===== src/rtl/wb_sdram_traffic_gen.sv =====
// Wishbone burst write/read-back traffic generator for the SDRAM controller WB slave.
// Optional TGEN_ERR_INJECT_EN adds inject_err to corrupt one write beat for compare-path self-test.
module wb_sdram_traffic_gen #(
  parameter int APP_AW    = 26,
  parameter int dw        = 32,
  parameter int MAX_BURST = 8,
  parameter int TIMEOUT   = 1024
) (
  input  logic              wb_clk_i,
  input  logic              wb_rst_i,
  input  logic              start,
  input  logic              sdr_init_done,
  input  logic [APP_AW-1:0] cfg_base_addr,
  input  logic [15:0]       cfg_num_bursts,
  input  logic [3:0]        cfg_burst_len,
  input  logic [31:0]       cfg_seed,
`ifdef TGEN_ERR_INJECT_EN
  input  logic              inject_err,
`endif
  output logic              wb_cyc_o,
  output logic              wb_stb_o,
  output logic              wb_we_o,
  output logic [APP_AW-1:0] wb_addr_o,
  output logic [dw-1:0]     wb_dat_o,
  output logic [dw/8-1:0]   wb_sel_o,
  output logic [2:0]        wb_cti_o,
  input  logic              wb_ack_i,
  input  logic [dw-1:0]     wb_dat_i,
  output logic              busy,
  output logic              done,
  output logic              err,
  output logic [15:0]       err_count,
  output logic [APP_AW-1:0] err_addr
);

  localparam int          BW      = dw / 8;
  localparam int          TW      = $clog2(TIMEOUT + 1);
  localparam logic [2:0]  CTI_INC = 3'b010;
  localparam logic [2:0]  CTI_END = 3'b111;
  localparam logic [31:0] POLY    = 32'h8020_0003;

  typedef enum logic [2:0] {S_IDLE, S_WAIT, S_WR, S_GAP, S_RD, S_FIN} state_t;

  function automatic logic [31:0] lfsr_step(input logic [31:0] v);
    return v[0] ? ((v >> 1) ^ POLY) : (v >> 1);
  endfunction

  function automatic logic [dw-1:0] beat_data(input logic [31:0] v, input logic inv);
    return {(dw/32){v}} ^ {{(dw-1){1'b0}}, inv};
  endfunction

  state_t            r_state;
  logic [APP_AW-1:0] r_base;
  logic [15:0]       r_nbursts;
  logic [15:0]       r_burst;
  logic [3:0]        r_len;
  logic [3:0]        r_beat;
  logic [31:0]       r_seed;
  logic [31:0]       r_lfsr;
  logic [TW-1:0]     r_tmo;

  logic [3:0]        w_len_eff;
  logic [31:0]       w_lfsr_nx;
  logic [APP_AW-1:0] w_addr_nx;
  logic              w_last_beat;
  logic              w_rd_bad;
  logic              w_more;
  logic              w_inj;

  assign w_lfsr_nx   = lfsr_step(r_lfsr);
  assign w_addr_nx   = wb_addr_o + APP_AW'(BW);
  assign w_last_beat = (r_beat == r_len - 4'd1);
  assign w_rd_bad    = (wb_dat_i != beat_data(r_lfsr, 1'b0));
  assign w_more      = (r_burst != r_nbursts);
  assign wb_sel_o    = {BW{wb_cyc_o}};

  always_comb begin
    w_len_eff = cfg_burst_len;
    if (cfg_burst_len == 4'd0) begin
      w_len_eff = 4'd1;
    end else if (cfg_burst_len > 4'(MAX_BURST)) begin
      w_len_eff = 4'(MAX_BURST);
    end else begin
      w_len_eff = cfg_burst_len;
    end
  end

`ifdef TGEN_ERR_INJECT_EN
  // A write beat is loaded onto the bus this cycle; it consumes an armed injection.
  logic w_load_wr;
  logic r_inj_armed;
  assign w_load_wr = ((r_state == S_WAIT) && sdr_init_done && (r_nbursts != 16'd0)) ||
                     ((r_state == S_WR) && wb_ack_i && !w_last_beat) ||
                     ((r_state == S_GAP) && wb_we_o && w_more);
  assign w_inj = r_inj_armed;

  always_ff @(posedge wb_clk_i) begin
    if (wb_rst_i) begin
      r_inj_armed <= 1'b0;
    end else begin
      r_inj_armed <= inject_err | (r_inj_armed & ~w_load_wr);
    end
  end
`else
  assign w_inj = 1'b0;
`endif

  always_ff @(posedge wb_clk_i) begin
    if (wb_rst_i) begin
      r_state   <= S_IDLE;
      r_base    <= '0;
      r_nbursts <= 16'd0;
      r_burst   <= 16'd0;
      r_len     <= 4'd0;
      r_beat    <= 4'd0;
      r_seed    <= 32'd0;
      r_lfsr    <= 32'd0;
      r_tmo     <= '0;
      wb_cyc_o  <= 1'b0;
      wb_stb_o  <= 1'b0;
      wb_we_o   <= 1'b0;
      wb_addr_o <= '0;
      wb_dat_o  <= '0;
      wb_cti_o  <= 3'b000;
      busy      <= 1'b0;
      done      <= 1'b0;
      err       <= 1'b0;
      err_count <= 16'd0;
      err_addr  <= '0;
    end else begin
      done <= 1'b0;
      case (r_state)
        S_IDLE: begin
          if (start) begin
            r_base    <= cfg_base_addr;
            r_nbursts <= cfg_num_bursts;
            r_len     <= w_len_eff;
            r_seed    <= cfg_seed;
            r_lfsr    <= cfg_seed;
            err       <= 1'b0;
            err_count <= 16'd0;
            err_addr  <= '0;
            busy      <= 1'b1;
            r_state   <= S_WAIT;
          end
        end
        S_WAIT: begin
          if (sdr_init_done) begin
            r_burst   <= 16'd0;
            r_beat    <= 4'd0;
            r_tmo     <= '0;
            wb_addr_o <= r_base;
            if (r_nbursts == 16'd0) begin
              done    <= 1'b1;
              busy    <= 1'b0;
              r_state <= S_FIN;
            end else begin
              wb_cyc_o <= 1'b1;
              wb_stb_o <= 1'b1;
              wb_we_o  <= 1'b1;
              wb_dat_o <= beat_data(r_lfsr, w_inj);
              wb_cti_o <= (r_len == 4'd1) ? CTI_END : CTI_INC;
              r_state  <= S_WR;
            end
          end
        end
        S_WR, S_RD: begin
          if (wb_ack_i) begin
            r_tmo     <= '0;
            r_lfsr    <= w_lfsr_nx;
            wb_addr_o <= w_addr_nx;
            if ((r_state == S_RD) && w_rd_bad) begin
              err <= 1'b1;
              if (err_count != 16'hFFFF) err_count <= err_count + 16'd1;
              if (err_count == 16'd0) err_addr <= wb_addr_o;
            end
            if (w_last_beat) begin
              wb_cyc_o <= 1'b0;
              wb_stb_o <= 1'b0;
              r_beat   <= 4'd0;
              r_burst  <= r_burst + 16'd1;
              if ((r_state == S_RD) && (r_burst + 16'd1 == r_nbursts)) begin
                done    <= 1'b1;
                busy    <= 1'b0;
                r_state <= S_FIN;
              end else begin
                r_state <= S_GAP;
              end
            end else begin
              r_beat   <= r_beat + 4'd1;
              wb_dat_o <= beat_data(w_lfsr_nx, w_inj & wb_we_o);
              wb_cti_o <= (r_beat + 4'd2 == r_len) ? CTI_END : CTI_INC;
            end
          end else if (r_tmo == TW'(TIMEOUT - 1)) begin
            wb_cyc_o <= 1'b0;
            wb_stb_o <= 1'b0;
            err      <= 1'b1;
            done     <= 1'b1;
            busy     <= 1'b0;
            r_state  <= S_FIN;
          end else begin
            r_tmo <= r_tmo + TW'(1);
          end
        end
        S_GAP: begin
          wb_cyc_o <= 1'b1;
          wb_stb_o <= 1'b1;
          r_tmo    <= '0;
          wb_cti_o <= (r_len == 4'd1) ? CTI_END : CTI_INC;
          // Write pass finished: replay the same region and pattern for read-back.
          if (wb_we_o && !w_more) begin
            wb_we_o   <= 1'b0;
            wb_addr_o <= r_base;
            r_lfsr    <= r_seed;
            r_burst   <= 16'd0;
            wb_dat_o  <= beat_data(r_seed, 1'b0);
            r_state   <= S_RD;
          end else begin
            wb_dat_o <= beat_data(r_lfsr, w_inj & wb_we_o);
            r_state  <= wb_we_o ? S_WR : S_RD;
          end
        end
        S_FIN: begin
          r_state <= S_IDLE;
        end
        default: begin
          r_state <= S_IDLE;
        end
      endcase
    end
  end

endmodule


===== config.mk =====
export PLATFORM = sky130hd
export DESIGN_NAME = wb_sdram_traffic_gen
export DESIGN_NICKNAME = d
export VERILOG_FILES = /design/src/rtl/wb_sdram_traffic_gen.sv
export SDC_FILE = /design/constraint.sdc
export NUM_CORES = 1
export LEC_CHECK = 0
export ABC_CLOCK_PERIOD_IN_PS = 2200
export BUFFER_PORTS_ARGS = -buffer_cell sky130_fd_sc_hd__buf_2
export CORE_MARGIN = 3
export CORE_UTILIZATION = 51
export DETAILED_ROUTE_END_ITERATION = 12
export PLACE_DENSITY = 0.74
export SKIP_LAST_GASP = 1
export SLEW_MARGIN = 10
export SYNTH_ARGS = -nofsm -noshare
export SYNTH_HDL_FRONTEND = slang
export SYNTH_SLANG_ARGS = --single-unit
export TNS_END_PERCENT = 10

===== constraint.sdc =====
create_clock -name wb_clk_i -period 2.2 [get_ports wb_clk_i]
set_input_delay 0.22 -clock wb_clk_i [delete_from_list [all_inputs] [get_ports wb_clk_i]]
set_output_delay 0.22 -clock wb_clk_i [all_outputs]
set_load 0.005 [all_outputs]

Word-level counts from Yosys, hierarchy flattened
Index checks and enable logic that the tools add are counted.
{"block": "classes", "n_addsub": 7, "n_mul": 0, "div": 0, "order_cmp": 1, "eq_ne": 28, "n_shift": 0, "muxes": 83, "bitwise": 1, "reduce_logical": 29}
{"cell": "$mux 32", "count": 8}
{"cell": "$pmux 32 s3", "count": 2}
{"cell": "$mux 26", "count": 7}
{"cell": "$mux 16", "count": 8}
{"cell": "$pmux 26 s3", "count": 1}
{"cell": "$pmux 26 s2", "count": 1}
{"cell": "$pmux 16 s3", "count": 1}
{"cell": "$mux 3", "count": 15}
{"cell": "$mux 11", "count": 3}
{"cell": "$pmux 11 s3", "count": 1}
{"cell": "$add 16x1->16 const B", "count": 2}
{"cell": "$logic_not 16->1", "count": 2}
{"cell": "$ne 32x32->1", "count": 1}
{"cell": "$pmux 16 s2", "count": 1}
{"cell": "$add 26x3->26 const B", "count": 1}
{"cell": "$reduce_and 5->1", "count": 5}
{"cell": "$mux 1", "count": 22}
{"cell": "$ne 2x2->1 const B", "count": 11}
{"cell": "$mux 4", "count": 5}
{"cell": "$eq 16x16->1", "count": 1}
{"cell": "$ne 16x16->1", "count": 1}
{"cell": "$ne 16x16->1 const B", "count": 1}
{"cell": "$reduce_and 4->1", "count": 4}
{"cell": "$ne 3x3->1 const B", "count": 5}
{"cell": "27 further kinds", "count": 40}
{"block": "totals", "ff_bits": 252, "latchBits": 0, "mem_bits_rw": 0, "romBits": 0, "inputBits": 115, "output_inout_bits": 113, "n_memories": 0}

Longest topological paths before layout
Gate-level depths: netlist of the first run.
{"block": "logic_depth", "ltp_word": 7, "ltp_mapped": 11, "mapped_depth_nobuf": 9}

Least setup slack after synthesis of the first run
Ideal clock, no wire load.
{"block": "synth_timing", "path_kind": "flip-flop to flip-flop", "from": "register r_len[0]", "to": "register wb_dat_o[10]", "setup_ns": 0.139, "arrival_time_ns": 2.123, "t_required_ns": 2.061, "path_slack_ns": -0.061, "stages_incl_launch_ff": 11, "n_path_buf": 2, "synth_period_minus_slack_ns": 2.261, "path_cell_list": "dfxtp_1 inv_1 ha_1 xnor2_1 xnor2_1 or3_1 nor2_1 nor3_1 buf_2 clkbuf_1 a311oi_1"}
{"block": "synth_via", "elab_chain_cells": 4}
{"item": "start: declaration", "line": "56", "rtl": "logic [3:0] r_len;"}
{"item": "start signal: assignment", "line": "137", "rtl": "r_len <= w_len_eff;"}
{"item": "$sub 4x1->4", "line": "72", "rtl": "assign w_last_beat = (r_beat == r_len - 4'd1);"}
{"item": "$eq 4x4->1", "line": "72"}
{"item": "$ne 2x2->1 (no source line)"}
{"item": "$reduce_and 5->1 (no source line)"}
{"item": "end signal: assignment", "line": "161", "rtl": "wb_dat_o <= beat_data(r_lfsr, w_inj);"}
{"item": "end signal: assignment", "line": "191", "rtl": "wb_dat_o <= beat_data(w_lfsr_nx, w_inj & wb_we_o);"}
{"item": "end signal: assignment", "line": "216", "rtl": "wb_dat_o <= beat_data(r_seed, 1'b0);"}
{"item": "end: declaration", "line": "24", "rtl": "output logic [dw-1:0] wb_dat_o,"}
Every way passes these cells.
A chain may end at the register's enable or synchronous reset.

Final worst setup path of the first run
{"block": "layout_timing", "from": "register r_burst[9]", "to": "register wb_dat_o[16]"}
{"block": "layout_via", "elab_chain_cells": 5}
{"item": "start: declaration", "line": "55", "rtl": "logic [15:0] r_burst;"}
{"item": "start signal: assignment", "line": "181", "rtl": "r_burst <= r_burst + 16'd1;"}
{"item": "$ne 16x16->1", "line": "74", "rtl": "assign w_more = (r_burst != r_nbursts);"}
{"item": "$logic_not 1->1", "line": "211", "rtl": "if (wb_we_o && !w_more) begin"}
{"item": "$logic_and 1x1->1", "line": "211"}
{"item": "$mux 32"}
{"item": "$pmux 32 s3", "line": "132", "rtl": "case (r_state)"}
{"item": "end signal: assignment", "line": "161"}
{"item": "end signal: assignment", "line": "216"}
{"item": "end signal: assignment", "line": "219", "rtl": "wb_dat_o <= beat_data(r_lfsr, w_inj & wb_we_o);"}
Every way passes these cells.

==> results of run 1 <==
where the power goes:
part           internal (mW)  total, mW  switching (mW)
sequential              5.41       6.13           0.719
clock                   2.77       4.73            1.96
combinational           3.86       9.43            5.57
total                   12.0       20.3            8.25
repair_timing:
item                       4_1_cts  5_1_grt
setup endpoints to repair      118      171
pin swaps                       16        8
gates resized for setup         20       19
gates cloned                     3        2
hold endpoints to repair       109        0
setup buffers                    5        1
hold buffers                    83        0
worst paths after layout:
check                            start  depth (start not counted)  slack [ns]                         to
min                           wb_rst_i                          2        0.01  wb_dat_o[28]$_SDFFE_PP0P_
min reg2reg  err_addr[10]$_SDFFE_PP0P_                          2        0.45  err_addr[10]$_SDFFE_PP0P_
max reg2reg    r_burst[9]$_SDFFE_PP0P_                          9       -0.18  wb_dat_o[16]$_SDFFE_PP0P_
max            r_burst[9]$_SDFFE_PP0P_                          9       -0.18  wb_dat_o[16]$_SDFFE_PP0P_
area by class of cell:
type                       instances  area (µm²)  area share (%)
multi-input combinational       1200        7497           42.42
sequential                       251        5036           28.49
timing repair buffer             499        3736           21.14
clock buffer                      36       792.0           4.481
tap                              324       405.4           2.294
clock inverter                    11       126.4          0.7150
inverter                          21       78.83          0.4460
antenna                            1       2.502         0.01416
worst reg2reg max path: stages, from the launching register on:
cell	delay (ns)
dfxtp_2	0.33
xor2_2	0.20
nor4_2	0.31
and3_4	0.28
nand3_4	0.13
buf_6	0.17
buf_12	0.14
mux2_1	0.33
a22oi_2	0.20
a311oi_2	0.12
synthesized netlist by cell type, types with 10 or more instances:
library cell | instances | area (µm²)
dfxtp_1 | 251 | 5025
nand3_1 | 30 | 150.1
a311oi_1 | 40 | 350.3
nand4_1 | 30 | 187.7
nand2_1 | 311 | 1167
a21oi_1 | 158 | 790.8
o21ai_0 | 64 | 320.3
mux2i_1 | 12 | 120.1
nor2_1 | 115 | 431.7
o2111ai_1 | 23 | 201.4
a22oi_2 | 29 | 362.9
and3_1 | 11 | 68.82
nor4_1 | 20 | 125.1
buf_1 | 13 | 48.80
mux2_4 | 27 | 405.4
or3_1 | 10 | 62.56
xor2_1 | 21 | 183.9
o31ai_1 | 17 | 127.6
clkbuf_1 | 94 | 352.8
inv_1 | 21 | 78.83
buf_2 | 20 | 100.1
a31oi_1 | 47 | 294.0
xnor2_1 | 58 | 508.0
nor3_1 | 22 | 110.1
or4_1 | 11 | 82.58
registers in the layout, indices dropped and copies added, names as in the netlist:
register	cells
err_addr	26
err	1
busy	1
r_tmo	11
r_nbursts	16
done	1
r_state	3
wb_we_o	1
err_count	16
wb_addr_o	26
wb_dat_o	32
wb_stb_o	1
r_base	26
r_beat	4
r_burst	16
r_lfsr	32
r_len	4
wb_cti_o	2
r_seed	32
logic make-up (layout without fill, tap and decap cells):
group | Yosys count | count (layout)
buffers and inverters | 159 | 567
muxes | 43 | 43
and+or+nand+nor | 621 | 621
other | 0 | 1
AOI/OAI and AO/OA | 447 | 447
xor gates and xnor gates | 80 | 80
DFF | 251 | 251
adders and majority gates | 9 | 9
routing by layer:
layer	vias up	routed length [µm]	part of all wire, %	global-route usage (%)
met5	-	0	0	0
met4	0	1561	3.5	11.04
met2	763	20950	47	49.81
met1	6664	17890	40	40.95
li1	6552	-	-	-
met3	121	3974	9.0	5.238
through the flow:
stage          instance area, µm²  hold WS (ns)  worst slack (ns)  setup TNS, ns  std cells
6_report                    17670       0.01253           -0.1790         -8.383       2343
5_1_grt                     17670       0.01147           -0.2974         -22.94       2343
3_5_place_dp                15610        0.4410           -0.2994         -19.59       2202
4_1_cts                     17570    -0.0005302           -0.1690         -9.926       2339
3_3_place_gp                15610        0.4374           -0.2077         -12.55       2202
2_1_floorplan               13000        0.3560         -0.003836       -0.06168       1610
==> results.toml, run 1 <==
[worst_setup_path]
critical-path-slowest-cell = "dfxtp_2"
critPathRequiredTime_ns = 2.59
critical_path.startpoint_type = "flip-flop"
timing.setup.critical_path_class = "reg2reg"
timing.critical_path.buf_inv = 2
path_cells = "xor2_2, nor4_2, and3_4, nand3_4, buf_6, buf_12, mux2_1, a22oi_2, a311oi_2"
critical_path_data_arrival_time_ns = 2.76
setup.worst_path.end_class = "flip-flop"
kind_of_cell_adding_the_most_delay_to_the_critical_path = "simple AND/OR/NAND/NOR gates"
slowest_delay_ns = 0.33
cp_max_fo = 8

[cts]
tritoncts.num_buffers = 29
worst_skew_pair.late_latency_ns = 0.55
clkSinkCount = 251
cts.root.buffer_cell = "clkbuf_16"
clock_path_buffers = 3
path_clk_slew_ns = 0.06
h-tree-depth = 1
tritoncts = "done"

[routing]
aggregate_routed_wire_length_mm = 44.37
detail_route.first_pass.iterations = 6
ant_nets = 0
vias_per_cell = 6.018
drtIter0Drc = 1373
total_via_count_in_the_routed_design = 14100
dr_drc_count = 0
post_drt_wl_per_cell_um = 18.94

[floorplanning]
coreArea_mm2 = 0.02468
die_w_um = 165.5
dieHeight_um = 165.5
fp.dieArea_mm2 = 0.02740
io_pins = 228
fp-row-count = 57
initial_util_pct = 52.59

[global_routing]
grt_first_pass_wirelength_mm = 68.81
grt_start_max_net_pins = 96
number_of_global_route_vias_before_repair = 13265
gr-total-overflow = 0
grt_util_all_layers_pct = 30.60
number_of_antenna_violations_at_the_first_check_in_global_routing = 1

[final_layout]
layout.cells.most_common_list = "nand2_1, dfxtp_1, buf_2"
finalNetCount = 2126
post-route-util_pct = 71.63
fill_cells = 1926
layout-drive-gt1-share_pct = 28.94
synthToLayoutAreaGrowth_pct = 36.19
mostFrequentLayoutCell = "nand2_1"

[yosys]
yosys.area_share.xor_xnor_pct = 5.457
synth-compound-area-share_pct = 23.12
yosys_register_bits = 251
yosys.area_share.adder_pct = 0.8677
ys.flop_type = "dfxtp_1"
synth.yosys.warnings = 0
mappedNetlistNets = 1734
number_of_synthesized_flops_with_an_enable_pin = 0
post_synthesis_sequential_area_ratio_pct = 38.72
yosysUniqueCellTypes = 79
async_reset_ff_share_pct = 0
post_synth_inst_count = 1610
synthSimpleGateAreaFrac_pct = 22.29
synth_top_family_by_area = "compound AO/OA/AOI/OAI gates"
netlist_area_mm2 = 0.01298
syn-mean-instance-area_um2 = 8.061
muxShareOfSynthArea_pct = 4.396

[sta]
fin_crit_ns = 2.379
worst_pin_slew_ns = 1.110
final.setup.worst_slack_ns = -0.1790
min_period_over_period_pct = 108.1
finalSetupViolations = 111
clock.fmax_mhz = 420.3
finalHoldViolations = 0
unrepaired_setup_endpoints_after_global_routing = "true"
timing.slew.headroom_pct = 26.03
final-max-slew-violation-count = 0
clock-skew-final_ns = 0.01563

[placed_design]
count_of_input_and_output_buffers = 227
hpwl_mm = 28.20
globalplace.congestion = 0.9252

[outcome]
run_status = "finished with violations"
failed_checks = "setup timing"

[min_path]
timing.hold.worst.class = "in2reg"

[job]
max_cap_viol_count = 0

[power]
cellLeakagePower_nw = 7.104
p_per_area_mw_per_mm2 = 1147
ir_drop_v = 0.0009403
power.total_mw = 20.28
Note: power is estimated with default switching activity, not from simulation.
==> run 2, diff against run 1 <==
Settings changed: ABC_CLOCK_PERIOD_IN_PS 2200 to 2500, PLACE_DENSITY 0.74 to 0.71.
Clock period 2.2 ns to 2.5 ns, I/O delays scaled along.
==> results.toml, run 2 (synthesized netlist as in run 1, its figures left out) <==
[cts]
clkSinkCount = 251
tritoncts.num_buffers = 28
h-tree-depth = 1
path_clk_slew_ns = 0.06
worst_skew_pair.late_latency_ns = 0.55
cts.root.buffer_cell = "clkbuf_16"
clock_path_buffers = 3
tritoncts = "done"

[worst_setup_path]
timing.setup.critical_path_class = "reg2reg"
setup.worst_path.end_class = "flip-flop"
worstReg2RegStart = "r_state[0]$_SDFFE_PP0P_"
critical_path.startpoint_type = "flip-flop"
critPathRequiredTime_ns = 2.93
critical_path.reg2reg.endpoint = "wb_dat_o[31]$_SDFFE_PP0P_"
critical_path_data_arrival_time_ns = 2.93
timing.reg2reg.setup_slack_ns = -0.003
cp_max_fo = 20
timing.reg2reg.worst_path_depth = 9

[sta]
clock.fmax_mhz = 399.5
finalSetupViolations = 1
finalHoldViolations = 0
clock-skew-final_ns = 0.007676
fin_crit_ns = 2.503
timing.slew.headroom_pct = 57.00
final-max-slew-violation-count = 0
worst_pin_slew_ns = 0.6449
min_period_over_period_pct = 100.1
final.setup.tns_ns = -0.003142
unrepaired_setup_endpoints_after_global_routing = "true"
final.setup.worst_slack_ns = -0.003142

[routing]
drtIter0Drc = 1179
dr_drc_count = 0
post_drt_wl_per_cell_um = 18.35
detail_route.first_pass.iterations = 8
total_via_count_in_the_routed_design = 13262
ant_nets = 0
aggregate_routed_wire_length_mm = 41.16
vias_per_cell = 5.913

[floorplanning]
die_w_um = 165.5
dieHeight_um = 165.5
fp-row-count = 57
fp.dieArea_mm2 = 0.02740
io_pins = 228
coreArea_mm2 = 0.02468
initial_util_pct = 52.59

[global_routing]
grt_first_pass_wirelength_mm = 64.61
gr-max-usage-layer = "met2"
grt_start_max_net_pins = 99
grt.met1_usage_pct = 38.18
gr-total-overflow = 0
grtUsageMet2_pct = 47.61
number_of_antenna_violations_at_the_first_check_in_global_routing = 1
globalRouteMet3Util_pct = 4.041
grt_util_all_layers_pct = 28.56
number_of_global_route_vias_before_repair = 12615

[power]
ir_drop_v = 0.0006631
p_per_area_mw_per_mm2 = 1027
power.total_mw = 17.16
cellLeakagePower_nw = 6.514

[final_layout]
multi_input_logic_area_mm2 = 0.007432
synthToLayoutAreaGrowth_pct = 28.84
sequential_cell_area_mm2 = 0.005026
biggestRegsByFlops = "r_lfsr (32), r_seed (32), wb_dat_o (32)"
layout-drive-gt1-share_pct = 24.97
layout.cells.most_common_list = "nand2_1, dfxtp_1, buf_2"
fill_cells = 2063
finish.instance_area_mm2 = 0.01672
mostFrequentLayoutCell = "nand2_1"
finalNetCount = 2021

[outcome]
failed_checks = "setup timing"
run_status = "finished with violations"

[placed_design]
globalplace.congestion = 0.9402
hpwl_mm = 26.69
count_of_input_and_output_buffers = 227
placed_area_mm2 = 0.01488

[job]
max_cap_viol_count = 0

[min_path]
min-delay-start = "cfg_burst_len[2]"
timing.hold.worst.class = "in2reg"
worstHoldPathCells = 3
holdPathEnd = "r_len[2]$_SDFFE_PP0P_"
[run 2: cell types whose count changed in the layout (fill, tap and decap cells not counted), sizes merged]
cell	delta
buf	-96
bufbuf	-1
bufinv	+1
clkbuf	-1
clkinv	+4
clkinvlp	+2
dlygate4sd3	-7
inv	-2
[run 2: power breakdown]
| group | internal, mW | leakage, nW | switching, mW | total (mW) |
|---|---|---|---|---|
| Sequential | 4.76 | 2.05 | 0.762 | 5.52 |
| Combinational | 2.88 | 3.99 | 4.50 | 7.39 |
| Clock | 2.52 | 0.473 | 1.74 | 4.26 |
[run 2: worst max path at each step]
stage	slack, ns	endpoint	from
floorplan	0.24	wb_dat_o[10]$_SDFFE_PP0P_	r_len[0]$_SDFFE_PP0P_
global placement	0.10	done$_SDFF_PP0_	r_burst[0]$_SDFFE_PP0P_
detailed placement	0.06	r_lfsr[9]$_SDFFE_PP0P_	r_nbursts[11]$_SDFFE_PP0P_
CTS	0.01	r_burst[15]$_SDFFE_PP0P_	r_len[0]$_SDFFE_PP0P_
global route	-0.11	r_burst[2]$_SDFFE_PP0P_	r_len[1]$_SDFFE_PP0P_
finish	-0.003	wb_dat_o[31]$_SDFFE_PP0P_	r_state[0]$_SDFFE_PP0P_
[run 2: through the flow]
stage	instances	util [%]	hold slack (ns)	worst slack, ns
final	2243	67.76	0.02498	-0.003142
after global routing	2243	67.76	0.02536	-0.1150
after CTS	2239	67.25	0.0001786	0.01420
after detailed placement	2112	60.29	0.4414	0.05989
after global placement	2112	60.29	0.4382	0.1031
after floorplan	1610	-	0.3860	0.2388
[run 2: cell type report]
class	instances	area share, %
inverter	21	0.4715
clock buffer	35	4.647
antenna	1	0.01497
tap	324	2.425
sequential	251	30.06
timing repair buffer	395	16.86
multi-input combinational	1200	44.45
clock inverter	16	1.070
[run 2: repair_timing]
action	in CTS	in global routing
endpoints found under the hold margin	108	0
endpoints found under the setup margin	0	87
buffers inserted	0	1
hold buffers	76	0
gates resized for setup	0	18
[run 2: critical path, cell delays in order, from the launching register on]
cell and delay [ns]:
dfxtp_1 0.49, buf_4 0.21, o21ai_0 0.14, a21oi_1 0.21, a31oi_2 0.07, buf_12 0.19, nor3_4 0.39, clkbuf_16 0.28
nor2_1 0.07, a311oi_1 0.32
[run 2: layer usage]
metal  up-vias  wire length [µm]
met5         -                 0
li1       6336                 -
met3        88              2691
met1      6325             17820
met2       513             19500
met4         0              1145
